File: src/rtl/intra_row_buf_ctrl.sv
// Intra LCU-row reference buffer controller: port A writes and picture-start clear, port B read bursts.
// Optional macro WR_RD_FWD_EN: forward colliding write data to the read path instead of stalling the read.
module intra_row_buf_ctrl #(
    parameter int Word_Width = 32,
    parameter int Addr_Width = 6
) (
    input  logic                  clk,
    input  logic                  rst_n,
    input  logic                  clr_i,
    input  logic                  wr_req_i,
    input  logic [Addr_Width-1:0] wr_addr_i,
    input  logic [Word_Width-1:0] wr_data_i,
    output logic                  wr_ack_o,
    input  logic                  rd_start_i,
    input  logic [Addr_Width-1:0] rd_addr_i,
    input  logic [Addr_Width:0]   rd_len_i,
    output logic                  rd_busy_o,
    output logic                  rd_valid_o,
    output logic [Word_Width-1:0] rd_data_o,
    output logic                  rd_done_o,
    output logic                  cena_o,
    output logic                  wena_o,
    output logic                  oena_o,
    output logic [Addr_Width-1:0] addra_o,
    output logic [Word_Width-1:0] dataa_o,
    output logic                  cenb_o,
    output logic                  wenb_o,
    output logic                  oenb_o,
    output logic [Addr_Width-1:0] addrb_o,
    input  logic [Word_Width-1:0] ram_datab_i
);

    typedef enum logic [1:0] {IDLE = 2'd0, READ = 2'd1, CLEAR = 2'd2} state_t;

    localparam logic [Addr_Width-1:0] ADDR_ONE  = {{(Addr_Width-1){1'b0}}, 1'b1};
    localparam logic [Addr_Width-1:0] ADDR_LAST = {Addr_Width{1'b1}};
    localparam logic [Addr_Width:0]   CNT_ONE   = {{Addr_Width{1'b0}}, 1'b1};
    localparam logic [Addr_Width:0]   CNT_ZERO  = {(Addr_Width+1){1'b0}};

    state_t                  state_r;
    state_t                  state_s;
    logic [Addr_Width-1:0]   rd_addr_r;
    logic [Addr_Width:0]     rd_cnt_r;
    logic [Addr_Width-1:0]   clr_addr_r;
    logic                    valid_r;
    logic                    done_r;
    logic                    issue_s;
    logic                    coll_s;
    logic                    start_s;
    logic                    last_s;
`ifdef WR_RD_FWD_EN
    logic                    fwd_r;
    logic [Word_Width-1:0]   fwd_data_r;
`endif

    // Next-state decode; a collision stalls the read issue unless forwarding is built in.
    always_comb begin
        state_s = state_r;
        issue_s = 1'b0;
        coll_s  = wr_req_i && (wr_addr_i == rd_addr_r);
        start_s = 1'b0;
        case (state_r)
            IDLE: begin
                if (clr_i) begin
                    state_s = CLEAR;
                end else if (rd_start_i) begin
                    start_s = 1'b1;
                    if (rd_len_i != CNT_ZERO) begin
                        state_s = READ;
                    end else begin
                        state_s = IDLE;
                    end
                end else begin
                    state_s = IDLE;
                end
            end
            READ: begin
`ifdef WR_RD_FWD_EN
                issue_s = 1'b1;
`else
                issue_s = !coll_s;
`endif
                if (issue_s && (rd_cnt_r == CNT_ONE)) begin
                    state_s = IDLE;
                end else begin
                    state_s = READ;
                end
            end
            CLEAR: begin
                if (clr_addr_r == ADDR_LAST) begin
                    state_s = IDLE;
                end else begin
                    state_s = CLEAR;
                end
            end
            default: state_s = IDLE;
        endcase
    end

    assign last_s = issue_s && (rd_cnt_r == CNT_ONE);

    // State, burst address/count, clear pointer and read-pipeline flags.
    always_ff @(posedge clk or negedge rst_n) begin
        if (!rst_n) begin
            state_r    <= IDLE;
            rd_addr_r  <= {Addr_Width{1'b0}};
            rd_cnt_r   <= CNT_ZERO;
            clr_addr_r <= {Addr_Width{1'b0}};
            valid_r    <= 1'b0;
            done_r     <= 1'b0;
        end else begin
            state_r <= state_s;
            valid_r <= issue_s;
            done_r  <= last_s || (start_s && (rd_len_i == CNT_ZERO));
            if (start_s) begin
                rd_addr_r <= rd_addr_i;
                rd_cnt_r  <= rd_len_i;
            end else if (issue_s) begin
                rd_addr_r <= rd_addr_r + ADDR_ONE;
                rd_cnt_r  <= rd_cnt_r - CNT_ONE;
            end else begin
                rd_addr_r <= rd_addr_r;
                rd_cnt_r  <= rd_cnt_r;
            end
            if (state_r == CLEAR) begin
                clr_addr_r <= clr_addr_r + ADDR_ONE;
            end else begin
                clr_addr_r <= {Addr_Width{1'b0}};
            end
        end
    end

`ifdef WR_RD_FWD_EN
    // Capture write data that collided with an issued read, for use in the next cycle.
    always_ff @(posedge clk or negedge rst_n) begin
        if (!rst_n) begin
            fwd_r      <= 1'b0;
            fwd_data_r <= {Word_Width{1'b0}};
        end else begin
            fwd_r      <= issue_s && coll_s;
            fwd_data_r <= wr_data_i;
        end
    end
`endif

    // Port A ownership: the clear sequencer overrides the writer while clearing.
    always_comb begin
        if (state_r == CLEAR) begin
            cena_o   = 1'b0;
            wena_o   = 1'b0;
            addra_o  = clr_addr_r;
            dataa_o  = {Word_Width{1'b0}};
            wr_ack_o = 1'b0;
        end else begin
            cena_o   = ~wr_req_i;
            wena_o   = ~wr_req_i;
            addra_o  = wr_addr_i;
            dataa_o  = wr_data_i;
            wr_ack_o = wr_req_i;
        end
    end

    // Read data is zero outside valid cycles.
    always_comb begin
`ifdef WR_RD_FWD_EN
        if (fwd_r) begin
            rd_data_o = fwd_data_r;
        end else if (valid_r) begin
            rd_data_o = ram_datab_i;
        end else begin
            rd_data_o = {Word_Width{1'b0}};
        end
`else
        if (valid_r) begin
            rd_data_o = ram_datab_i;
        end else begin
            rd_data_o = {Word_Width{1'b0}};
        end
`endif
    end

    assign oena_o     = 1'b1;
    assign oenb_o     = 1'b0;
    assign wenb_o     = 1'b1;
    assign cenb_o     = ~issue_s;
    assign addrb_o    = rd_addr_r;
    assign rd_valid_o = valid_r;
    assign rd_done_o  = done_r;
    assign rd_busy_o  = (state_r != IDLE) || valid_r;

endmodule

File: config.mk
export PLATFORM = sky130hd
export DESIGN_NAME = intra_row_buf_ctrl
export DESIGN_NICKNAME = d
export VERILOG_FILES = /design/src/rtl/intra_row_buf_ctrl.sv
export SDC_FILE = /design/constraint.sdc
export NUM_CORES = 1
export LEC_CHECK = 0
export CAP_MARGIN = 15
export CORE_ASPECT_RATIO = 1.1
export CORE_MARGIN = 2
export CORE_UTILIZATION = 31
export DETAILED_ROUTE_END_ITERATION = 8
export PLACE_DENSITY = 0.87
export SLEW_MARGIN = 20
export SYNTH_ARGS = -nofsm -noshare
export SYNTH_HDL_FRONTEND = slang
export SYNTH_SLANG_ARGS = --single-unit
export TNS_END_PERCENT = 50
File: constraint.sdc
create_clock -name clk -period 2.05 [get_ports clk]
set_input_delay 0.41 -clock clk [delete_from_list [all_inputs] [get_ports clk]]
set_output_delay 0.41 -clock clk [all_outputs]
set_load 0.01 [all_outputs]
-- Word-level counts from Yosys, hierarchy flattened
Index checks and enable logic that the tools add are counted.
Widths: inputs -> output; s select.
- bits of input ports: 88
- output and inout port bits: 86
- word-level logic and storage cells: 48
- flip-flop bits (word level): 23
- add/sub/neg operators: 3
- equal/unequal tests: 5
- reductions and logical operators: 12
- multiplexer cells: 20
- bitwise operators: 2
- operators with widths (cell ; number):
    $mux 32 ; 2
    $mux 6 ; 4
    $mux 7 ; 2
    $add 6x1->6 const B ; 2
    $mux 1 ; 8
    $eq 7x1->1 const B ; 1
    $logic_not 7->1 ; 1
    $reduce_bool 7->1 ; 1
    $sub 7x1->7 const B ; 1
    $eq 6x6->1 ; 1
    $eq 6x6->1 const B ; 1
    $mux 2 ; 3
    $pmux 2 s3 ; 1
    $logic_and 1x1->1 ; 4
    $reduce_bool 2->1 ; 2
    $eq 2x1->1 const B ; 1
    $eq 2x2->1 const B ; 1
    $logic_not 2->1 ; 1
    $logic_or 1x1->1 ; 2
    $not 1->1 ; 2
    $logic_not 1->1 ; 1

-- Depth between registers and ports, before layout
- word-level depth: 6
- mapped depth: 6
- depth with buffers taken out: 6

-- Worst setup path after synthesis
OpenSTA, ideal clock, no wires.
- path type: flip-flop to output port
- from: register state_r[0]
- to: output port wena_o
- data arrival time: 1382 ps
- path buffers: 3
- stages on the path, launching flop included: 6
- data required time: 1640 ps
- setup slack: 258 ps
- path through: dfrtp_1 > nand2b_1 > buf_2 > clkbuf_1 > nor2b_1 > buf_4
- longest elaborated chain between the ends: 2
- ends and longest elaborated chain (what ; RTL line ; source):
    from (decl) ; 40 ; state_t state_r;
    from (signal assigned) ; 112 ; state_r <= state_s;
    $eq 2x2->1 ; 148 ; if (state_r == CLEAR) begin
    $mux 1 ; -- ;
    to (decl) ; 22 ; output logic wena_o,
Every way passes these cells.

-- Final worst setup path
- from: input port wr_addr_i[4]
- to: output port cenb_o
- longest elaborated chain between the ends: 5
- ends and longest elaborated chain (what ; RTL line ; source):
    from (decl) ; 11 ; input logic [Addr_Width-1:0] wr_addr_i,
    $eq 6x6->1 ; 60 ; coll_s = wr_req_i && (wr_addr_i == rd_addr_r);
    $logic_and 1x1->1 ; 60 ;
    $logic_not 1->1 ; 81 ; issue_s = !coll_s;
    $mux 1 ; 62 ; case (state_r)
    $not 1->1 ; 185 ; assign cenb_o = ~issue_s;
    to (decl) ; 26 ; output logic cenb_o,
Every way passes these cells.

==> flow_metrics.env <==
export IMPL_power_density_nw_per_um2=993
export IMPL_grt_use_total=0.211
export IMPL_power_total_w=0.00375
export IMPL_timing_hold_worst_class="in -> async"
export IMPL_finClkSkew_ns=0.00200
export IMPL_avg_cell_area_syn_um2=8.32
export IMPL_path_clk_slew_ns=0.08
export IMPL_clkSinkCount=23
export IMPL_totalNegativeSetupSlack_ns=0
export IMPL_synth_cell_area_um2=1820
export IMPL_pre_cts_ws_ns=-0.354
export IMPL_synth_top_area_cell="dfrtp_1"
export IMPL_root_buffer="clkbuf_8"
export IMPL_dp_hpwl_um=5770
export IMPL_viasPerCell=4.60
export IMPL_maxCapViolCount=0
export IMPL_timing_reg2reg_setup_slack_ns=0.29
export IMPL_drt_total_wl_um=7020
export IMPL_yosysSeqAreaShare=0.316
export IMPL_synth_seq_cells=23
export IMPL_cell_rows=29
export IMPL_timing_critical_path_fanout_max=2
export IMPL_rr_startpoint="addrb_o[1]"
export IMPL_finalSetupViolations=0
export IMPL_synthArstFlopShare=1.00
export IMPL_post_synth_main_area_contributors="dfrtp_1, and2_1, xor2_1"
export IMPL_max_freq_mhz=495
export IMPL_die_h_um=84.4
export IMPL_postLayoutSetupSlackWorst_ns=0.0294
export IMPL_netlist_instances=219
export IMPL_nNetsFinal=489
export IMPL_number_of_synthesis_warnings=0
export IMPL_antenna_left=0
export IMPL_outcome="completed"
export IMPL_io_pin_count=174
export IMPL_layout_min_cycle_time_ns=2.02
export IMPL_timing_critical_path_from_type="input port"
export IMPL_slew_viol_final=0
export IMPL_setup_worst_path_class="in -> out"
export IMPL_clk_latency_ns=0.28
export IMPL_clock_path_buffers=2
export IMPL_n_antenna_cell=0
export IMPL_wl_per_cell_um=14.8
export IMPL_cts_hold_repair_buffers=0
export IMPL_core_area_um2=5730
export IMPL_final_number_of_hold_violating_endpoints=0
export IMPL_initialDrtViolationCount=39
export IMPL_die_width_um=77.1
export IMPL_drt_pass1_iterations=4
export IMPL_most_used_cells_in_the_layout_excluding_fill_and_tap_cells="clkdlybuf4s50_1, and2_1, dlygate4sd2_1, dfrtp_1"
export IMPL_grt_overflow_total=0
export IMPL_initial_core_util=0.318
export IMPL_critPathCaptureType="output port"
export IMPL_grt_pass1_wl_um=11000
export IMPL_placer_s_final_routability_congestion_estimate=0.815
export IMPL_fraction_of_final_layout_cells_with_drive_strength_greater_than_1=0.0909
export IMPL_cts_htree_levels=1
export IMPL_final_common_cell="clkdlybuf4s50_1"
export IMPL_maximum_vdd_ir_drop_mv=0.850
export IMPL_rsz_0062_raised_after_global_routing="false"
export IMPL_syn2layout_area_growth_pct=107
export IMPL_grt_start_max_net_pins=34
export IMPL_cp_startpoint="wr_addr_i[4]"
export IMPL_inserted_clock_buffers=3
export IMPL_grt_antenna_before_repair=0
export IMPL_ys_flop_type="dfrtp_1"
export IMPL_endpoint_of_the_most_critical_register_to_register_path="rd_cnt_r[2]"
export IMPL_die_area_um2=6510
export IMPL_final_clock_period_utilization_by_the_worst_path=0.986
export IMPL_yosys_area_top_type_share=0.316
export IMPL_power_static_leakage_nw=1.76
export IMPL_worstRegToRegCells=7
export IMPL_worst_ep_required_time_ns=1.64
export IMPL_io_buffers=170
export IMPL_yosysUniqueCellTypes=38
export IMPL_synth_edf_count=0
export IMPL_critPathArrivalTime_ns=1.61
export IMPL_vias_in_the_first_global_route=2197
export IMPL_cts_tree="yes"
export IMPL_post_route_drc_count=0
export IMPL_route_vias_total=2175
## what timing repair did
action                                  4_1_cts  5_1_grt
endpoints found under the setup margin       43       40
buffers inserted                              0        1
endpoints found under the hold margin         0        0
pin swaps                                     0        2
gates resized for setup                      32       17
cloned                                        1        0
## layer usage
layer / global-route usage / up-vias / share of wire
met4: 0.0357 / 0 / 0.0081
met3: 0.0419 / 5 / 0.065
met1: 0.233 / 1001 / 0.38
met5: 0 / - / 0
met2: 0.419 / 104 / 0.55
li1: - / 1065 / -
## state kept, by name (all words and copies together), names as in the netlist
register	count
addrb_o	6
rd_valid_o	1
state_r	2
clr_addr_r	6
rd_cnt_r	7
rd_done_o	1
## cells by family (layout without fill, tap and decap cells)
kind of cell / Yosys count / count (layout) / share of synthesized area
muxes: 7 / 7 / 0.0426
xor gates and xnor gates: 18 / 18 / 0.0865
buffers and inverters: 19 / 195 / 0.0481
and+or+nand+nor: 119 / 119 / 0.382
DFF: 23 / 23 / 0.316
AOI/OAI and AO/OA: 27 / 27 / 0.0934
adders and majority gates: 4 / 4 / 0.0275
other: 2 / 3 / 0.00412
## cell type report
cell class                      instances  area, um2
Clock inverter                          1       5.00
Timing Repair Buffer                  187       1870
Inverter                                4       15.0
Clock buffer                            3       41.3
Sequential cell                        23        576
Fill cell                             474       1960
Tap cell                               77       96.3
Multi-Input combinational cell        178       1180
## worst max-delay path by stage
stage                     cells after the start  slack [ns]  endpoint
after detailed placement                      5       -0.35    cenb_o
final                                         5        0.03    cenb_o
after floorplan                               5        0.26    wena_o
after global routing                          5       0.004    cenb_o
after global placement                        5       -0.32    cenb_o
after CTS                                     5       -0.06    cenb_o
## Yosys cell counts, types with 2 or more instances
library cell,number
o21ai_0,12
xnor2_1,8
ha_1,4
nand3_1,7
and2_1,65
nor4b_1,2
xor2_1,10
o22ai_1,2
conb_1,2
nor3_1,2
nand2b_1,2
or3_1,3
mux2_2,6
inv_1,4
nand2_1,15
nor2_1,13
nor4_1,2
o21ai_1,3
o211ai_1,4
clkbuf_1,10
buf_4,4
dfrtp_1,23
## where the power goes
group | internal [W] | leakage (nW) | total, W | switching [W]
sequential | 0.000624 | 0.292 | 0.000784 | 0.000160
combinational | 0.00151 | 1.44 | 0.00268 | 0.00117
clock | 0.000136 | 0.0255 | 0.000292 | 0.000155
total | 0.00227 | 1.76 | 0.00375 | 0.00148
## critical path, stage by stage
cell and delay [ns]:
clkdlybuf4s50_1 0.52, xnor2_1 0.15, nand4_2 0.17, o21ai_4 0.21, buf_2 0.16
## stage by stage
step / cell area [um2] / utilization / hold slack (ns) / std cells
after CTS: 3730 / 0.651 / 0.487 / 472
final: 3780 / 0.659 / 0.474 / 473
after global routing: 3780 / 0.659 / 0.501 / 473
after floorplan: 1830 / - / 0.114 / 220
after global placement: 3680 / 0.642 / 0.490 / 467
after detailed placement: 3680 / 0.642 / 0.522 / 467
Note: power is estimated with default switching activity, not from simulation.
